--- config.mk ---
export PLATFORM = sky130hd
export DESIGN_NAME = button_debouncer
export DESIGN_NICKNAME = d
export VERILOG_FILES = /design/src/rtl/btn_pkg.sv /design/src/rtl/sync_2ff.sv /design/src/rtl/button_debouncer.sv
export SDC_FILE = /design/constraint.sdc
export NUM_CORES = 1
export LEC_CHECK = 0
export CORE_AREA = 2 2 43 84
export CTS_BUF_LIST = sky130_fd_sc_hd__clkbuf_16
export DETAILED_ROUTE_END_ITERATION = 8
export DIE_AREA = 0 0 45 86
export RECOVER_POWER = 50
export SKIP_CTS_REPAIR_TIMING = 1
export SLEW_MARGIN = 20
export SYNTH_ARGS = -nofsm -noshare
export SYNTH_HDL_FRONTEND = slang
export SYNTH_SLANG_ARGS = --single-unit
--- constraint.sdc ---
create_clock -name clk -period 5.27 [get_ports clk]
set_input_delay 1.054 -clock clk [delete_from_list [all_inputs] [get_ports clk]]
set_output_delay 1.054 -clock clk [all_outputs]
set_load 0.02 [all_outputs]
--- src/rtl/btn_pkg.sv ---
// Shared definitions for board push-button conditioning.
// Provides the debouncer state encoding and the default stability window
// for the 100 MHz board clock.
package btn_pkg;

  // 10 ms of stable input at 100 MHz before a level change is accepted.
  localparam int unsigned DEBOUNCE_CYCLES_DEFAULT = 1000000;

  typedef enum logic [1:0] {
    S_IDLE      = 2'd0,
    S_PRESS_CHK = 2'd1,
    S_HELD      = 2'd2,
    S_REL_CHK   = 2'd3
  } btn_state_e;

endpackage : btn_pkg

--- src/rtl/sync_2ff.sv ---
// Two-flop synchroniser for a single asynchronous board input.
// Ports:
//   clk   - system clock
//   reset - synchronous, active-high reset (both flops clear to 0)
//   d_i   - asynchronous input
//   q_o   - synchronised output (second flop)
module sync_2ff (
  input  logic clk,
  input  logic reset,
  input  logic d_i,
  output logic q_o
);

  logic s1_q;
  logic s2_q;

  // First flop may go metastable; only the second flop is used downstream.
  always_ff @(posedge clk) begin
    if (reset) begin
      s1_q <= 1'b0;
      s2_q <= 1'b0;
    end else begin
      s1_q <= d_i;
      s2_q <= s1_q;
    end
  end

  assign q_o = s2_q;

endmodule : sync_2ff

--- src/rtl/button_debouncer.sv ---
// Debounces one raw push-button pin into a clean level plus press/release
// strobes for the single-step and display logic.
// Parameters:
//   DEBOUNCE_CYCLES - consecutive stable synchronised samples needed to
//                     accept a level change (must be >= 2)
// Ports:
//   clk          - system clock
//   reset        - synchronous, active-high reset
//   btn_raw      - asynchronous button pin
//   btn_db       - debounced level, registered
//   btn_pressed  - one-cycle pulse on accepted 0->1 transition, registered
//   btn_released - one-cycle pulse on accepted 1->0 transition, registered
module button_debouncer
  import btn_pkg::*;
#(
  parameter int unsigned DEBOUNCE_CYCLES = DEBOUNCE_CYCLES_DEFAULT
) (
  input  logic clk,
  input  logic reset,
  input  logic btn_raw,
  output logic btn_db,
  output logic btn_pressed,
  output logic btn_released
);

  localparam int unsigned CNT_W = $clog2(DEBOUNCE_CYCLES);
  localparam logic [CNT_W-1:0] CNT_LAST = CNT_W'(DEBOUNCE_CYCLES - 1);

  logic             btn_sync;
  btn_state_e       state_q,    state_d;
  logic [CNT_W-1:0] count_q,    count_d;
  logic             db_q,       db_d;
  logic             pressed_q,  pressed_d;
  logic             released_q, released_d;

  sync_2ff u_sync (
    .clk   (clk),
    .reset (reset),
    .d_i   (btn_raw),
    .q_o   (btn_sync)
  );

  // Next-state logic; any reversal while qualifying drops back without a pulse.
  always_comb begin
    state_d    = state_q;
    count_d    = count_q;
    db_d       = db_q;
    pressed_d  = 1'b0;
    released_d = 1'b0;
    case (state_q)
      S_IDLE: begin
        if (btn_sync) begin
          state_d = S_PRESS_CHK;
          count_d = '0;
        end
      end
      S_PRESS_CHK: begin
        if (!btn_sync) begin
          state_d = S_IDLE;
        end else if (count_q == CNT_LAST) begin
          state_d   = S_HELD;
          db_d      = 1'b1;
          pressed_d = 1'b1;
        end else begin
          count_d = count_q + CNT_W'(1);
        end
      end
      S_HELD: begin
        if (!btn_sync) begin
          state_d = S_REL_CHK;
          count_d = '0;
        end
      end
      S_REL_CHK: begin
        if (btn_sync) begin
          state_d = S_HELD;
        end else if (count_q == CNT_LAST) begin
          state_d    = S_IDLE;
          db_d       = 1'b0;
          released_d = 1'b1;
        end else begin
          count_d = count_q + CNT_W'(1);
        end
      end
      default: begin
        state_d = S_IDLE;
        db_d    = 1'b0;
      end
    endcase
  end

  // State and output registers; reset never emits a release strobe.
  always_ff @(posedge clk) begin
    if (reset) begin
      state_q    <= S_IDLE;
      count_q    <= '0;
      db_q       <= 1'b0;
      pressed_q  <= 1'b0;
      released_q <= 1'b0;
    end else begin
      state_q    <= state_d;
      count_q    <= count_d;
      db_q       <= db_d;
      pressed_q  <= pressed_d;
      released_q <= released_d;
    end
  end

  assign btn_db       = db_q;
  assign btn_pressed  = pressed_q;
  assign btn_released = released_q;

endmodule : button_debouncer

Word level (Yosys, flattened, before mapping)
Index checks and enable logic that the tools add are counted.
{ "totals": {"regBits": 27, "input_bits": 3, "output_inout_bits": 3} }
{ "op_classes": {"reduce_logical": 7, "bitwise": 3, "eq_ne": 12, "addsub": 1, "n_mux": 19} }
{ "op_table": {"columns": ["op", "n"], "rows": [
  ["20-bit 2-to-1 mux", 5],
  ["20-bit case mux with 4 select lines", 1],
  ["20-bit by 1-bit adder with 20-bit output, second input constant", 1],
  ["20-bit == test, second input constant", 1],
  ["2-bit 2-to-1 mux", 6],
  ["2-bit != test, second input constant", 4],
  ["2-bit case mux with 4 select lines", 1],
  ["4-bit AND reduction", 2],
  ["3-bit OR reduction", 2],
  ["1-bit 2-to-1 mux", 5],
  ["5-bit AND reduction", 1],
  ["2-bit == test, second input constant", 2],
  ["2-bit by 1-bit != test with 1-bit output, second input constant", 2],
  ["3-bit by 2-bit != test with 1-bit output, second input constant", 1],
  ["3-bit != test, second input constant", 1],
  ["1-bit inverter", 3],
  ["2-bit by 1-bit == test with 1-bit output, second input constant", 1],
  ["2-bit zero test", 1],
  ["1-bit case mux with 2 select lines", 1],
  ["2-bit nonzero test", 1]
]} }

Depth between registers and ports, before layout
{ "logic_depth": {"ltp_word": 4, "mapped_depth": 7, "mapped_depth_nobuf": 6} }

By module
Synthesis repeated with hierarchy kept, for this count alone.
{ "hier_totals": {"cells_unflattened": 152, "hier_area_um2": 1300.0} }
{ "modules_own_cells": {"columns": ["module", "seq_area_each_um2", "cells_each", "area_each_um2", "n_inst"], "rows": [
  ["button_debouncer", 500.5, 148, 1247.4, 1],
  ["sync_2ff", 40.0, 4, 52.6, 1]
]} }

Least setup slack after synthesis
OpenSTA, ideal clock, no wires.
{ "synth_path": {"path_kind": "register -> register", "startpoint": "reg count_q[0]", "endpoint": "reg db_q, in the netlist btn_db", "arrival_time_ns": 1.666, "path_stages_with_launch": 8, "n_path_buf": 1, "setup_ns": 0.131, "slack_ns": 3.473, "path_cell_list": "dfxtp_1 > ha_1 > nand3_2 > or3_4 > or2_1 > buf_2 > o21ai_0 > o22ai_1"} }
{ "synth_between": {"elab_chain_cells": 3, "word_cells_on_any_way": 4} }
{ "synth_rtl": {"columns": ["item", "line", "source"], "rows": [
  ["from (decl)", "button_debouncer.sv:31", "logic [CNT_W-1:0] count_q, count_d;"],
  ["from (signal assigned)", "button_debouncer.sv:102", "count_q <= count_d;"],
  ["20-bit == test *", "button_debouncer.sv:60, button_debouncer.sv:77", null],
  ["2-bit != test (no source line)", null, null],
  ["5-bit AND reduction (no source line) *", null, null],
  ["to (signal assigned)", "button_debouncer.sv:97", "db_q <= 1'b0;"],
  ["to (signal assigned)", "button_debouncer.sv:103", "db_q <= db_d;"],
  ["to (decl)", "button_debouncer.sv:32", "logic db_q, db_d;"]
]} }
Every way passes the cells marked *; elsewhere a longest branch is shown, timed or not.
A chain may end at the register's enable or synchronous reset.

==> results_dict.tcl <==
set metrics [dict create \
    outcome "finished, final reports clean" \
    arrival_ns 2.87 \
    synthFlopType "dfxtp_1" \
    ys_ff_latch 27 \
    num_rows 29 \
    core-area_um2 3190 \
    final_cells 200 \
    synth_mux_area_frac 0.0143 \
    tritoncts "built" \
    hold_class "reg -> reg" \
    finalInstanceArea_um2 1530 \
    die_area_um2 3870 \
    cp-end-kind "flop" \
    max_freq_mhz 360 \
    leakagePower_nw 0.487 \
    utilization 0.478 \
    cts.sinks 27 \
    fin_crit_ns 2.78 \
    synth_adder_area_share 0.00891 \
    synthSimpleGateAreaFrac 0.301 \
    hold_viol 0 \
    vdd_ir_drop_max_mv 0.177 \
    slew_viol_final 0 \
    htree_levels 1 \
    met3WireLength_um 94 \
    place.gp.congestion 0.852 \
    layout_common_cells "dfxtp_1, a21oi_1, o21ai_0" \
    start_util 0.440 \
    fin_skew_ns 0.00402 \
    synth_cell_types 44 \
    die_w_um 45 \
    antenna_cells 0 \
    layout-drive-gt1-share 0.0710 \
    first_iter_violations 35 \
    path_class "in -> reg" \
    wl_met1_um 1260 \
    cp_max_fo 32 \
    hold_slack_ns 0.454 \
    synth_fp_nets 174 \
    grt_max_degree 33 \
    io_pins 6 \
    cp_slowest_stage_delay_ns 0.96 \
    clkLatencyLatePin_ns 0.26 \
    highest_layer "met4" \
    grtUsageTotal 0.192 \
    via_count 1284 \
    area_growth_pct 8.73 \
    rsz0062_at_grt "no" \
    cts-root-buf "clkbuf_16" \
    dr_wl_met2_um 1800 \
    numCtsBuffers 3 \
    drt-total-wl_um 3260 \
    yosysWarnings 0 \
    port_buffers 5 \
    placed_cells 196 \
    postSynthAreaPerCell_um2 8.26 \
    worst_slack_ns 2.49 \
    grt_pass1_wl_um 5570 \
    cp_top_family "buffers and inverters" \
    total_power_mw 0.398 \
    post_drt_wl_per_cell_um 16.3 \
    vias_per_cell 6.42 \
    grt-ovfl-total 0 \
    fin_crit_sh 0.527 \
    antenna_found_initial 0 \
    path_buf_inv 2 \
    synth_area_um2 1400 \
    clk_pin_slew_ns 0.06 \
    p_per_area_nw_per_um2 261 \
    dpl_worst_slack_ns 2.89 \
    synth_edf_count 0 \
    die_h_um 86 \
    worstPathRequired_ns 5.36 \
    route.detailed.drc 0 \
    synth_xor_area_frac 0.0178 \
    worst_pin_slew_ns 1.32 \
    async_flop_share 0 \
    yosysSeqAreaShare 0.385 \
    max_slew_margin 0.122 \
    cpMaxStageDelayCell "clkbuf_1" \
    final-setup-viol-count 0 \
    drv_cap 0 \
    dpl.hpwl_um 2400 \
    grt_pass1_vias 1208 \
    cp-start-kind "input port" \
    ant_nets 0 \
    synth_top_family_by_area "simple AND/OR/NAND/NOR gates" \
    place_area_um2 1450 \
    path_cells "dlygate4sd3_1 > clkbuf_1 > or2_2 > o22ai_1" \
    postSynthCellCount 170 \
    final.setup.tns_ns 0 \
    synth_compound_area_frac 0.227 \
    fin_nets 174 \
    cts_buffer_depth 2 \
    drt_first_pass_iters 4 \
    final_common_cell "dfxtp_1" \
]
-- routing by layer --
metal / GRT usage / vias to the layer above
li1: - / 636
met1: 0.205 / 607
met2: 0.344 / 32
met3: 0.0253 / 9
met4: 0.0963 / 0
met5: 0 / -
-- state kept, by name, indices dropped and copies added (netlist names), named ones only --
signal	cells
state_q	1
btn_db	1
u_sync.q_o	1
btn_released	1
u_sync.s1_q	1
count_q	20
btn_pressed	1
-- cells by family after synthesis --
group / after synthesis
AOI/OAI and AO/OA: 51
adders and majority gates: 1
DFF: 27
muxes: 2
xor gates and xnor gates: 2
buffers and inverters: 15
and+or+nand+nor: 72
-- cells in the mapped netlist, types with 2 or more instances --
master	number	area share
inv_1	4	0.011
mux2i_1	2	0.014
nand4_1	8	0.036
and3_1	2	0.0089
nor4b_1	2	0.012
dfxtp_1	27	0.39
nor2b_1	2	0.0089
buf_2	6	0.021
o31ai_1	2	0.011
nor2_1	13	0.035
or4_1	2	0.011
clkbuf_1	5	0.013
nand3b_1	2	0.011
and4_1	2	0.012
a22oi_1	4	0.021
a21oi_1	17	0.061
nand3_1	8	0.029
a31oi_1	5	0.022
or3_1	7	0.031
nand2_1	10	0.027
nor3_1	3	0.011
o21ai_0	14	0.050
nor4bb_1	2	0.014
-- layout make-up --
class / instances / area, µm²
clock buffer: 3 / 75.1
sequential: 27 / 541
clock inverter: 1 / 3.75
fill: 324 / 1670
tap: 31 / 38.8
timing repair buffer: 6 / 53.8
inverter: 4 / 15.0
multi-input combinational: 128 / 800
-- final timing paths --
kind	from	endpoint	slack [ns]	depth (start not counted)
setup reg to reg	state_q[0]	count_q[12]	2.87	5
setup / recovery	reset	btn_db	2.49	4
hold reg to reg	u_sync.s1_q	u_sync.q_o	0.45	1
hold / removal	u_sync.s1_q	u_sync.q_o	0.45	1
-- report_power, final --
group	leakage (nW)	switching [mW]	internal, mW	total [mW]
combinational	0.227	0.0117	0.00670	0.0184
clock	0.0423	0.0690	0.102	0.171
sequential	0.218	0.00263	0.206	0.209
(Power assumes the default switching activity.)
